## src/rtl/knn_pkg.sv

```systemverilog
`default_nettype none
// ============================================================================
//  Module      : knn_pkg
//  Description : Shared constants and types for the k-NN classification
//                sequencer: datapath phase encoding, FSM state type and
//                default scan lengths.
//  Revision    : 1.0 - initial release
// ============================================================================
package knn_pkg;

    // Phase code presented to the datapath on the 'state' output
    localparam logic [1:0] PH_IDLE  = 2'b00;
    localparam logic [1:0] PH_DIST  = 2'b01;
    localparam logic [1:0] PH_COUNT = 2'b10;
    localparam logic [1:0] PH_VOTE  = 2'b11;

    // Default scan lengths
    localparam int DEF_N_SAMPLES = 128;
    localparam int DEF_K         = 5;
    localparam int DEF_N_LABELS  = 4;
    localparam int DEF_ADDR_W    = 7;

    // Sequencer FSM states
    typedef enum logic [2:0] {
        S_IDLE  = 3'd0,
        S_CLEAR = 3'd1,
        S_DIST  = 3'd2,
        S_COUNT = 3'd3,
        S_VOTE  = 3'd4,
        S_DONE  = 3'd5
    } knn_state_t;

endpackage : knn_pkg
`default_nettype wire

```

## src/rtl/knn_addr_counter.sv

```systemverilog
`default_nettype none
// ============================================================================
//  Module      : knn_addr_counter
//  Description : Loadable, clearable phase address counter. tc is raised
//                while the count equals 'last', the final index of the
//                active phase (phase length minus one).
//  Revision    : 1.0 - initial release
// ============================================================================
module knn_addr_counter #(
    parameter int ADDR_W = 7
) (
    input  logic              clk,
    input  logic              rst,
    input  logic              load,
    input  logic [ADDR_W-1:0] load_value,
    input  logic              en,
    input  logic [ADDR_W-1:0] last,
    output logic [ADDR_W-1:0] count,
    output logic              tc
);

    // Load has priority over increment so a phase boundary restarts at once
    always_ff @(posedge clk) begin
        if (rst) begin
            count <= '0;
        end else if (load) begin
            count <= load_value;
        end else if (en) begin
            count <= count + {{(ADDR_W-1){1'b0}}, 1'b1};
        end
    end

    // Terminal count of the active phase
    assign tc = (count == last);

endmodule : knn_addr_counter
`default_nettype wire

```

## src/rtl/knn_sequencer.sv

```systemverilog
`default_nettype none
// ============================================================================
//  Module      : knn_sequencer
//  Description : Control sequencer for a k-NN classifier datapath. A run
//                walks CLEAR -> DIST -> COUNT -> VOTE -> DONE, driving a
//                phase-local address and phase code to the datapath.
//                Optional feature macro: KNN_SEQ_PERF_EN adds a saturating
//                completed-run counter output (run_count).
//  Revision    : 1.0 - initial release
// ============================================================================
module knn_sequencer
    import knn_pkg::*;
#(
    parameter int N_SAMPLES = DEF_N_SAMPLES,
    parameter int K         = DEF_K,
    parameter int N_LABELS  = DEF_N_LABELS,
    parameter int ADDR_W    = DEF_ADDR_W
) (
    input  logic              clk,
    input  logic              rst,
    input  logic              start,
    input  logic              abort,
    input  logic [7:0]        unknown_in,
    output logic [7:0]        query,
    output logic [ADDR_W-1:0] address,
    output logic [1:0]        state,
    output logic              clear,
    output logic              busy,
`ifdef KNN_SEQ_PERF_EN
    output logic [15:0]       run_count,
`endif
    output logic              done
);

    // Final index of each scanning phase
    localparam logic [ADDR_W-1:0] DIST_LAST  = ADDR_W'(N_SAMPLES - 1);
    localparam logic [ADDR_W-1:0] COUNT_LAST = ADDR_W'(K - 1);
    localparam logic [ADDR_W-1:0] VOTE_LAST  = ADDR_W'(N_LABELS - 1);

    knn_state_t        r_state;
    knn_state_t        w_next;
    logic [7:0]        r_query;
    logic [ADDR_W-1:0] w_last;
    logic              w_tc;
    logic              w_counting;
    logic              w_accept;
    logic              w_load;

    assign w_counting = (r_state == S_DIST) || (r_state == S_COUNT) || (r_state == S_VOTE);
    assign w_accept   = (r_state == S_IDLE) && start && !abort;

    // Address restarts at zero outside scanning phases, at each phase
    // boundary and on abort, so every phase entry sees address 0
    assign w_load = !w_counting || w_tc || abort;

    // Select the terminal index for the phase currently scanning
    always_comb begin
        w_last = DIST_LAST;
        case (r_state)
            S_COUNT: w_last = COUNT_LAST;
            S_VOTE:  w_last = VOTE_LAST;
            default: w_last = DIST_LAST;
        endcase
    end

    knn_addr_counter #(
        .ADDR_W (ADDR_W)
    ) u_addr_counter (
        .clk        (clk),
        .rst        (rst),
        .load       (w_load),
        .load_value ({ADDR_W{1'b0}}),
        .en         (w_counting),
        .last       (w_last),
        .count      (address),
        .tc         (w_tc)
    );

    // FSM state register
    always_ff @(posedge clk) begin
        if (rst) begin
            r_state <= S_IDLE;
        end else begin
            r_state <= w_next;
        end
    end

    // Next-state and phase outputs; abort overrides any phase advance
    always_comb begin
        w_next = r_state;
        state  = PH_IDLE;
        clear  = 1'b0;
        done   = 1'b0;
        busy   = 1'b1;
        case (r_state)
            S_IDLE: begin
                busy = 1'b0;
                if (w_accept) w_next = S_CLEAR;
            end
            S_CLEAR: begin
                clear  = 1'b1;
                w_next = S_DIST;
            end
            S_DIST: begin
                state = PH_DIST;
                if (w_tc) w_next = S_COUNT;
            end
            S_COUNT: begin
                state = PH_COUNT;
                if (w_tc) w_next = S_VOTE;
            end
            S_VOTE: begin
                state = PH_VOTE;
                if (w_tc) w_next = S_DONE;
            end
            S_DONE: begin
                done   = 1'b1;
                w_next = S_IDLE;
            end
            default: begin
                w_next = S_IDLE;
            end
        endcase
        if (abort && (r_state != S_IDLE)) w_next = S_IDLE;
    end

    // Query is captured only when a run is accepted and held for its duration
    always_ff @(posedge clk) begin
        if (rst) begin
            r_query <= 8'h00;
        end else if (w_accept) begin
            r_query <= unknown_in;
        end
    end

    assign query = r_query;

`ifdef KNN_SEQ_PERF_EN
    logic [15:0] r_run_count;

    // Count completed runs, saturating at all-ones
    always_ff @(posedge clk) begin
        if (rst) begin
            r_run_count <= 16'h0000;
        end else if ((r_state == S_DONE) && (r_run_count != 16'hFFFF)) begin
            r_run_count <= r_run_count + 16'd1;
        end
    end

    assign run_count = r_run_count;
`endif

endmodule : knn_sequencer
`default_nettype wire

```

## config.mk

```make
export PLATFORM = sky130hd
export DESIGN_NAME = knn_sequencer
export DESIGN_NICKNAME = d
export VERILOG_FILES = /design/src/rtl/knn_pkg.sv /design/src/rtl/knn_addr_counter.sv /design/src/rtl/knn_sequencer.sv
export SDC_FILE = /design/constraint.sdc
export NUM_CORES = 1
export LEC_CHECK = 0
export CORE_ASPECT_RATIO = 1.5
export CORE_MARGIN = 2
export CORE_UTILIZATION = 49
export DETAILED_ROUTE_END_ITERATION = 7
export PLACE_DENSITY = 0.84
export SYNTH_ARGS = -nofsm -noshare
export SYNTH_HDL_FRONTEND = slang
export SYNTH_HIERARCHICAL = 1
export SYNTH_SLANG_ARGS = --single-unit
```

## constraint.sdc

```tcl
create_clock -name clk -period 6.52 [get_ports clk]
set_clock_uncertainty 0.15 [all_clocks]
set_input_delay 0.652 -clock clk [delete_from_list [all_inputs] [get_ports clk]]
set_output_delay 0.652 -clock clk [all_outputs]
set_load 0.05 [all_outputs]
```

=== Word level (Yosys, flattened, before mapping) ===
Index checks and enable logic that the tools add are counted.

* Bits in registers: 18
* Latch bits: 0
* RAM bits: 0
* Bits in read-only memories: 0
* Memories kept: 0

* Add/subtract/negate cells: 1
* Multiply operators: 0
* Div/mod/pow operators: 0
* Order comparisons: 0
* Eq/ne operators: 10
* Shift operators: 0
* Multiplexer cells: 10
* Bitwise operators: 0
* Reductions and logical operators: 14

{| class="wikitable"
|+ Operator list
! kind !! number
|-
| $pmux 3 s5 || 1
|-
| $pmux 7 s2 || 1
|-
| $mux 3 || 4
|-
| $ne 2x2->1 const B || 4
|-
| $add 7x1->7 const B || 1
|-
| $eq 7x7->1 || 1
|-
| $eq 3x2->1 const B || 2
|-
| $eq 3x3->1 const B || 2
|-
| $pmux 2 s3 || 1
|-
| $logic_or 1x1->1 || 4
|-
| $reduce_and 4->1 || 1
|-
| $reduce_or 2->1 || 2
|-
| $eq 3x1->1 const B || 1
|-
| $logic_and 1x1->1 || 3
|-
| $logic_not 3->1 || 1
|-
| $mux 1 || 3
|-
| $reduce_bool 3->1 || 1
|-
| $logic_not 1->1 || 2
|}

=== Longest topological paths before layout ===
Gate-level depths: netlist (run 1).

* Depth after elaboration: 7
* Depth in mapped cells: 12
* Depth with buffers taken out: 10

=== Cells and area by module ===
The synthesis (run 1) kept the hierarchy.

{| class="wikitable"
|+ Modules (own cells, without submodules)
! module !! times used !! cells an instance !! area an instance (um^2) !! sequential area each (um^2)
|-
| knn_sequencer || 1 || 67 || 601.8 || 220.2
|-
| knn_addr_counter || 1 || 49 || 429.2 || 140.1
|}

=== Least setup slack after synthesis (run 1) ===
No wires, ideal clock.

* Path kind: register to register
* Start: register r_state[1]
* End: register u_addr_counter.count[0]
* Arrival time: 2.400 ns
* Path slack: 3.856 ns
* Stages on the path, launching flop included: 12
* Period minus slack after synthesis: 2.664 ns
* Path through: dfxtp_1 buf_2 nor3b_1 a21oi_1 xor2_1 nor4_1 nor2_1 o21ai_0 inv_2 clkbuf_1 mux2i_1 nor2_1

* Elaborated cells on any way between the ends: 11
* Those cells by class: eq/ne (4); mux (1); reduce/logical (6)

{| class="wikitable"
|+ RTL lines
! what !! RTL line !! text
|-
| start, declared || knn_sequencer.sv:40 || <nowiki>knn_state_t r_state;</nowiki>
|-
| start signal, assigned || knn_sequencer.sv:84 || <nowiki>r_state <= w_next;</nowiki>
|-
| $eq 3x3->1 / $eq 3x2->1 (equally long branches) || knn_sequencer.sv:59 || <nowiki>case (r_state)</nowiki>
|-
| $pmux 7 s2 (*) || knn_sequencer.sv:59 ||
|-
| net w_last[3] || knn_sequencer.sv:43 || <nowiki>logic [ADDR_W-1:0] w_last;</nowiki>
|-
| $eq 7x7->1 (*) || knn_addr_counter.sv:34 || <nowiki>assign tc = (count == last);</nowiki>
|-
| net w_tc || knn_sequencer.sv:44 || <nowiki>logic w_tc;</nowiki>
|-
| $logic_or 1x1->1 (*) (2 in series) || knn_sequencer.sv:54 || <nowiki>assign w_load = !w_counting || w_tc || abort;</nowiki>
|-
| net w_load || knn_sequencer.sv:47 || <nowiki>logic w_load;</nowiki>
|-
| $reduce_or 2->1 (no line) (*) || n/a ||
|-
| end signal, assigned || knn_addr_counter.sv:27 || <nowiki>count <= load_value;</nowiki>
|-
| end signal, assigned || knn_addr_counter.sv:29 || <nowiki>count <= count + {{(ADDR_W-1){1'b0}}, 1'b1};</nowiki>
|-
| end, declared || knn_addr_counter.sv:18 || <nowiki>output logic [ADDR_W-1:0] count,</nowiki>
|}

Mark *: on every way through the listed nets, which the timed path passes. The rest lies on a longest branch.
A chain may end at the register's enable or synchronous reset.

=== Worst setup path after layout (run 1) ===
* Start: register r_state[2]
* End: output port state[1]

* Longest elaborated chain between the ends: 2
* Elaborated cells on any way between the ends: 4
* Those cells by class: eq/ne (3); mux (1)

{| class="wikitable"
|+ Ends and longest elaborated chain
! what !! RTL line !! text
|-
| $eq 3x3->1 / $eq 3x2->1 (equally long branches) || knn_sequencer.sv:95 || <nowiki>case (r_state)</nowiki>
|-
| $pmux 2 s3 (*) || knn_sequencer.sv:95 ||
|-
| end, declared || knn_sequencer.sv:26 || <nowiki>output logic [1:0] state,</nowiki>
|}

Every way passes the cells marked *; elsewhere a longest branch is shown, timed or not.

==> flow_summary.ini, run 1 <==
[critical_path]
rr_worst_depth = 7
cp.required_ns = 5.72
cp-end-kind = output port
worstSetupPathType = reg -> out
max_stage_delay_ns = 0.80
crit_family = buffers and inverters
slowest_stage = clkdlybuf4s50_1
critPathBufInv = 2
cp_max_fo = 9
crit_path_start_kind = register
crit_arrival_ns = 2.44
reg2reg_from = r_state[2]
crit_chain = nor3b_1 -> a21oi_1 -> inv_1 -> clkdlybuf4s50_1
r2r_end = r_state[0]
r2r_setup_slack_ns = 3.39

[cts]
clock_path_buffers = 2
post_cts_buffers = 0
hold_buffers = 0
clock_latency_ns = 0.30
root_buffer = clkbuf_4
tritoncts.num_buffers = 3
clock_sink_count = 18
tritoncts = yes
clkTransAtPathRegs_ns = 0.12
ctsHtreeMaxLevel = 1
cts-resized-gates = 0

[finish]
multi_input_area_sq_um = 635.6
syn2layout_area_growth_pct = 34.34
antennaDiodeCount = 0
final_layout_size_suffix_gt1_frac = 0.05298
nNetsFinal = 165
fillers = 185
seqCellArea_sq_um = 360.3

[run_status]
status = finished clean

[synth]
synth_top_family_by_area = simple AND/OR/NAND/NOR gates
ys_warn_count = 6
avgSynthCellArea_sq_um = 8.888
muxShareOfSynthArea = 0.1068
synth_seq_cells = 18
yosysUniqueCellTypes = 34
netlist_instances = 116
netlist_area_sq_mm = 0.001031
synth-compound-area-share = 0.09102
yosys.area_share.simple = 0.2791
synthAdderAreaFrac = 0.01214
yosys.area_share.xor_xnor = 0.1019
ys_seq_area_frac = 0.3495

[run]
cap_viol_max_count = 0

[drt]
routed_wl_mm = 2.433
drtIter0Drc = 38
ant_nets = 0
vias = 924
drc = 0
drtPass1Iterations = 4
wl_per_cell_microns = 14.06
via_per_inst = 5.341

[sta]
setup_viol = 0
fin_crit_sh = 0.4969
hold_viol = 0
max_freq_mhz = 308.7
setup_tns_ns = 0
rsz0062_at_grt = false
tightest_slew_ns = 0.8668
drv_slew = 0
worst_slew_margin_rel = 0.4160
setup_ws_ns = 3.280
min_period_ns = 3.240

[pwr]
seq_power_share = 0.483
p_clk_frac = 0.277
p_sw_frac = 0.3074
irDropWorstVdd_uv = 128.8
internal_power_uw = 175.2
leakage_uw = 0.0005185
p_comb_frac = 0.240
switchingPower_uw = 77.77
powerDensity_mw_per_mm2 = 182.6

[placement]
hpwl_mm = 1.760
numPortBuffers = 31
gp_congestion = 0.8480
pre_cts_slack_ns = 3.481

[floorplan]
initial_core_util = 0.5150
ioPinCount = 32
row_count = 20
die_area_sq_mm = 0.002494
chipWidth_microns = 41.45
die_h_microns = 60.18
core_sq_mm = 0.002002

[grt]
grt-ovfl-total = 0
antenna_found_initial = 0
grt_pass1_vias = 962
track_usage = 0.2176
grt_max_degree = 27
grt_pass1_wl_mm = 4.167

[hold_path]
hold_path_class = reg -> reg
min_to = query[3]
whs_path_depth = 2
min_from = query[3]
-- layout make-up --
class / instances / share of cell area
multi-input cells: 94 / 0.4589
well taps: 22 / 0.01987
inverters: 4 / 0.01084
clock buffers: 4 / 0.02620
repair buffers: 31 / 0.2240
flip-flops and latches: 18 / 0.2602
-- Yosys cell counts --
cell type,n,area share
dfxtp_1,18,0.35
nand2b_1,16,0.097
mux2i_1,11,0.11
nor2_1,11,0.040
xor2_1,7,0.059
nand2_1,5,0.018
xnor2_1,5,0.042
a211oi_1,4,0.029
a311oi_1,3,0.025
inv_1,3,0.011
nand4_1,3,0.018
or3_1,3,0.018
a31oi_1,2,0.012
buf_6,2,0.022
clkbuf_1,2,0.0073
o21ai_0,2,0.0097
o21ai_1,2,0.0097
a21oi_1,1,0.0048
and2_1,1,0.0061
and2b_1,1,0.0073
and3_1,1,0.0061
buf_2,1,0.0048
buf_4,1,0.0073
conb_1,1,0.0036
ha_1,1,0.012
inv_2,1,0.0036
nand3b_1,1,0.0073
nand4_2,1,0.012
nor3_1,1,0.0048
nor3b_1,1,0.0073
nor3b_2,1,0.012
nor4_1,1,0.0061
or3_4,1,0.011
or4_1,1,0.0073
-- power groups by stage --
stage | Combinational (uW) | Sequential [uW] | Clock (uW)
2_1_floorplan | 21.7 | 141 | 0
3_3_place_gp | 59.3 | 124 | 0
3_5_place_dp | 60.8 | 125 | 0
4_1_cts | 61.2 | 122 | 71.9
5_1_grt | 64.7 | 123 | 76.8
6_report | 60.8 | 122 | 70.0
-- registers in the layout, indices dropped and copies added, names as in the netlist --
signal                count
r_state                   3
query                     8
u_addr_counter/count      7
-- how the worst max path moves through the flow --
stage          startpoint                 endpoint  slack (ns)  depth (start not counted)
3_3_place_gp   r_state[2]               r_state[0]        3.74                          7
5_1_grt        r_state[2]               r_state[0]        3.12                          8
6_report       r_state[2]                 state[1]        3.28                          4
3_5_place_dp   r_state[2]               r_state[0]        3.48                          7
2_1_floorplan  r_state[1]  u_addr_counter/count[0]        3.86                         11
4_1_cts        r_state[2]                 state[1]        3.28                          4
-- cells in the final DEF, fill, tap and decap left out, types with 2 or more instances in the layout --
cell,n
a31oi_1,2
inv_1,3
o21ai_1,2
nand4_1,3
clkbuf_4,3
o21ai_0,2
a311oi_1,3
nand2_1,5
or3_1,3
nand2b_1,16
nor2_1,11
dfxtp_1,18
conb_1,7
mux2i_1,11
xnor2_1,5
clkdlybuf4s50_1,31
a211oi_1,4
xor2_1,7
-- logic make-up (layout without fill, tap and decap cells) --
family,count (synthesis),after routing
buffers and inverters,10,39
XOR/XNOR,12,12
AO/OA/AOI/OAI,14,14
other,1,7
flip-flops,18,18
multiplexers,11,11
AND/OR/NAND/NOR,49,49
adder cells (fa/ha/maj),1,1
-- tightest hold or removal path, delay by kind of cell, from the launching register on --
kind          cells  cell delay, ns
mux               1            0.05
flops             1            0.32
simple gates      1            0.06
-- routing by layer --
| layer | vias to the layer above | global-route usage | share of wire |
|---|---|---|---|
| li1 | 462 | - | - |
| met1 | 433 | 0.2148 | 0.39 |
| met2 | 25 | 0.4330 | 0.57 |
| met3 | 4 | 0.03625 | 0.032 |
| met4 | 0 | 0.1014 | 0.011 |
| met5 | - | 0 | 0 |
-- through the flow --
step	area, sq um	std cells	hold WS, ns	power, uW	util
after floorplan	1054	122	0.3385	162.7	-
after global placement	1349	169	0.3074	183.7	0.6738
after detailed placement	1349	169	0.3168	185.5	0.6738
after CTS	1385	173	0.3308	255.4	0.6919
after global routing	1385	173	0.3471	264.7	0.6919
final	1385	173	0.3258	253.0	0.6919
(Power assumes the default switching activity.)
==> inputs of run 2 (changes only) <==
--- a/config.mk
+++ b/config.mk
@@ -7,9 +7,9 @@
 export LEC_CHECK = 0
 export CORE_ASPECT_RATIO = 1.5
 export CORE_MARGIN = 2
-export CORE_UTILIZATION = 49
+export CORE_UTILIZATION = 41
 export DETAILED_ROUTE_END_ITERATION = 7
-export PLACE_DENSITY = 0.84
+export PLACE_DENSITY = 0.76
 export SYNTH_ARGS = -nofsm -noshare
 export SYNTH_HDL_FRONTEND = slang
 export SYNTH_HIERARCHICAL = 1
==> constraint.sdc (replaced) <==
create_clock -name clk -period 2.7 [get_ports clk]
set_clock_uncertainty 0.15 [all_clocks]
set_input_delay 0.27 -clock clk [delete_from_list [all_inputs] [get_ports clk]]
set_output_delay 0.27 -clock clk [all_outputs]
set_load 0.05 [all_outputs]
==> run 2 against run 1 <==
  * Die area increased by 18%
  * Clock power increased by 140%
  * Worst hold slack improved by 0.0026 ns
  * Setup slack got worse by 3.0 ns
  * Register-to-register slack got worse by 3.2 ns
  * First-iteration DRC count decreased by 45%
  * Wire length decreased by 8.2%
  * Clock-buffer cell count unchanged
  * Critical path depth increased by 5
  * Via count decreased by 0.76%
  * Sequential share of layout area decreased by 0.99 points
  * Power increased by 140%
  * Critical endpoint is now r_state[0]
  * Largest power group unchanged
==> flow_summary.ini, run 2 (same netlist as run 1, synthesis figures left out) <==
[grt]
grt_use_met1 = 0.1908
grt_max_degree = 26
top_usage_layer = met2
met2_usage = 0.2768
grt-ovfl-total = 0
grt_pass1_vias = 847
antenna_found_initial = 0
grt_pass1_wl_mm = 3.594
grt_use_met3 = 0.03022
track_usage = 0.1619

[critical_path]
worstSetupPathType = reg -> reg
crit_arrival_ns = 2.53
crit_path_start_kind = register
rr_worst_depth = 9
crit_chain = nor3b_2 -> a21oi_1 -> buf_4 -> xor2_1 -> nor4_1 -> buf_4 -> mux2i_1 -> or3_1 -> a311oi_1
slowest_stage = dfxtp_1
cp-end-kind = register
cp_max_fo = 9
reg2reg_from = r_state[2]
r2r_end = r_state[0]
max_stage_delay_ns = 0.48
cp.required_ns = 2.76
path_common_cell = buf_4
r2r_setup_slack_ns = 0.24

[sta]
hold_viol = 0
setup_tns_ns = 0
max_freq_mhz = 406.1
min_period_ns = 2.463
worst_slew_margin_rel = 0.6645
tightest_slew_ns = 0.5017
rsz0062_at_grt = false
drv_slew = 0
fin_crit_sh = 0.9121
setup_viol = 0

[finish]
largest_reg_flops = 8
fin_cells = 181
nNetsFinal = 171
antennaDiodeCount = 0
final_layout_size_suffix_gt1_frac = 0.09554
final_common_cell = clkdlybuf4s50_1
seqCellArea_sq_um = 360.3
fillers = 216
final_cell_mix = clkdlybuf4s50_1 (30), dfxtp_1 (18), nand2b_1 (16)
multi_input_area_sq_um = 640.6
final_core_util = 0.5945
syn2layout_area_growth_pct = 39.68

[pwr]
irDropWorstVdd_uv = 265.4
p_comb_frac = 0.245
powerDensity_mw_per_mm2 = 423.4
p_sw_frac = 0.3021
switchingPower_uw = 184.2
seq_power_share = 0.482
p_clk_frac = 0.273
leakage_uw = 0.0005717
internal_power_uw = 425.5

[run]
cap_viol_max_count = 0

[drt]
via_per_inst = 5.066
wl_per_cell_microns = 12.34
ant_nets = 0
drc = 0
routed_wl_mm = 2.234
vias = 917
drtPass1Iterations = 4
drtIter0Drc = 21

[cts]
ctsHtreeMaxLevel = 1
root_buffer = clkbuf_4
clock_latency_ns = 0.29
hold_buffers = 0
tritoncts = yes
tritoncts.num_buffers = 3
clock_sink_count = 18
clkTransAtPathRegs_ns = 0.10
clock_path_buffers = 2

[run_status]
status = finished clean

[placement]
numPortBuffers = 31
gp_congestion = 0.8026
hpwl_mm = 1.673
dp_cells = 177

[floorplan]
die_area_sq_mm = 0.002940
initial_core_util = 0.4256
ioPinCount = 32
die_h_microns = 65.42
row_count = 22
chipWidth_microns = 44.95
core_sq_mm = 0.002422

[hold_path]
hold_path_class = reg -> reg
min_from = query[4]
whs_path_depth = 2
min_to = query[4]
[run 2: per-stage QoR]
step | hold WS (ns) | total power [uW] | worst slack [ns] | cell area [sq um]
2_1_floorplan | 0.1921 | 392.8 | 0.03578 | 1054
3_3_place_gp | 0.3071 | 447.8 | 0.2141 | 1396
3_5_place_dp | 0.3189 | 449.8 | 0.1192 | 1396
4_1_cts | 0.3336 | 617.2 | 0.07748 | 1438
5_1_grt | 0.3604 | 640.6 | 0.06868 | 1440
6_report | 0.3284 | 609.7 | 0.2373 | 1440
[run 2: how the worst max path moves through the flow]
stage	cells past startpoint	slack [ns]	startpoint	to
after floorplan	11	0.04	r_state[1]	u_addr_counter/count[0]
after global placement	9	0.21	r_state[2]	r_state[0]
after detailed placement	9	0.12	r_state[2]	r_state[0]
after CTS	5	0.08	r_state[2]	state[1]
after global routing	11	0.07	r_state[2]	u_addr_counter/count[1]
final	9	0.24	r_state[2]	r_state[0]
[run 2: metal layers]
metal / vias up / part of all wire
met5: - / 0
met3: 4 / 0.056
met2: 27 / 0.51
li1: 472 / -
met4: 0 / 0.0094
met1: 414 / 0.43
[run 2: what timing repair did]
action | 4_1_cts | 5_1_grt
resized for setup | 1 | 1
endpoints found under the hold margin | 0 | 0
setup endpoints to repair | 1 | 1
buffers inserted | 0 | 0
pin swaps | 0 | 0
[run 2: worst max-delay path, delay by kind of cell, from the launching register on]
| family | cells | cell delay [ns] |
|---|---|---|
| AO/OA/AOI/OAI | 2 | 0.26 |
| buffers and inverters | 2 | 0.35 |
| flip-flops | 1 | 0.48 |
| AND/OR/NAND/NOR | 3 | 0.92 |
| XOR/XNOR | 1 | 0.14 |
| multiplexers | 1 | 0.07 |
[run 2: layout make-up]
class	count	area share
inverter	4	0.01043
multi-input combinational	94	0.4448
timing repair buffer	37	0.2485
sequential	18	0.2502
clock buffer	4	0.02520
tap	24	0.02085
[run 2: power groups by stage]
stage / sequential [uW] / combinational, uW / clock, uW
6_report: 294 / 149 / 167
5_1_grt: 296 / 159 / 186
4_1_cts: 294 / 151 / 173
3_5_place_dp: 300 / 150 / 0
3_3_place_gp: 300 / 148 / 0
2_1_floorplan: 340 / 52.5 / 0
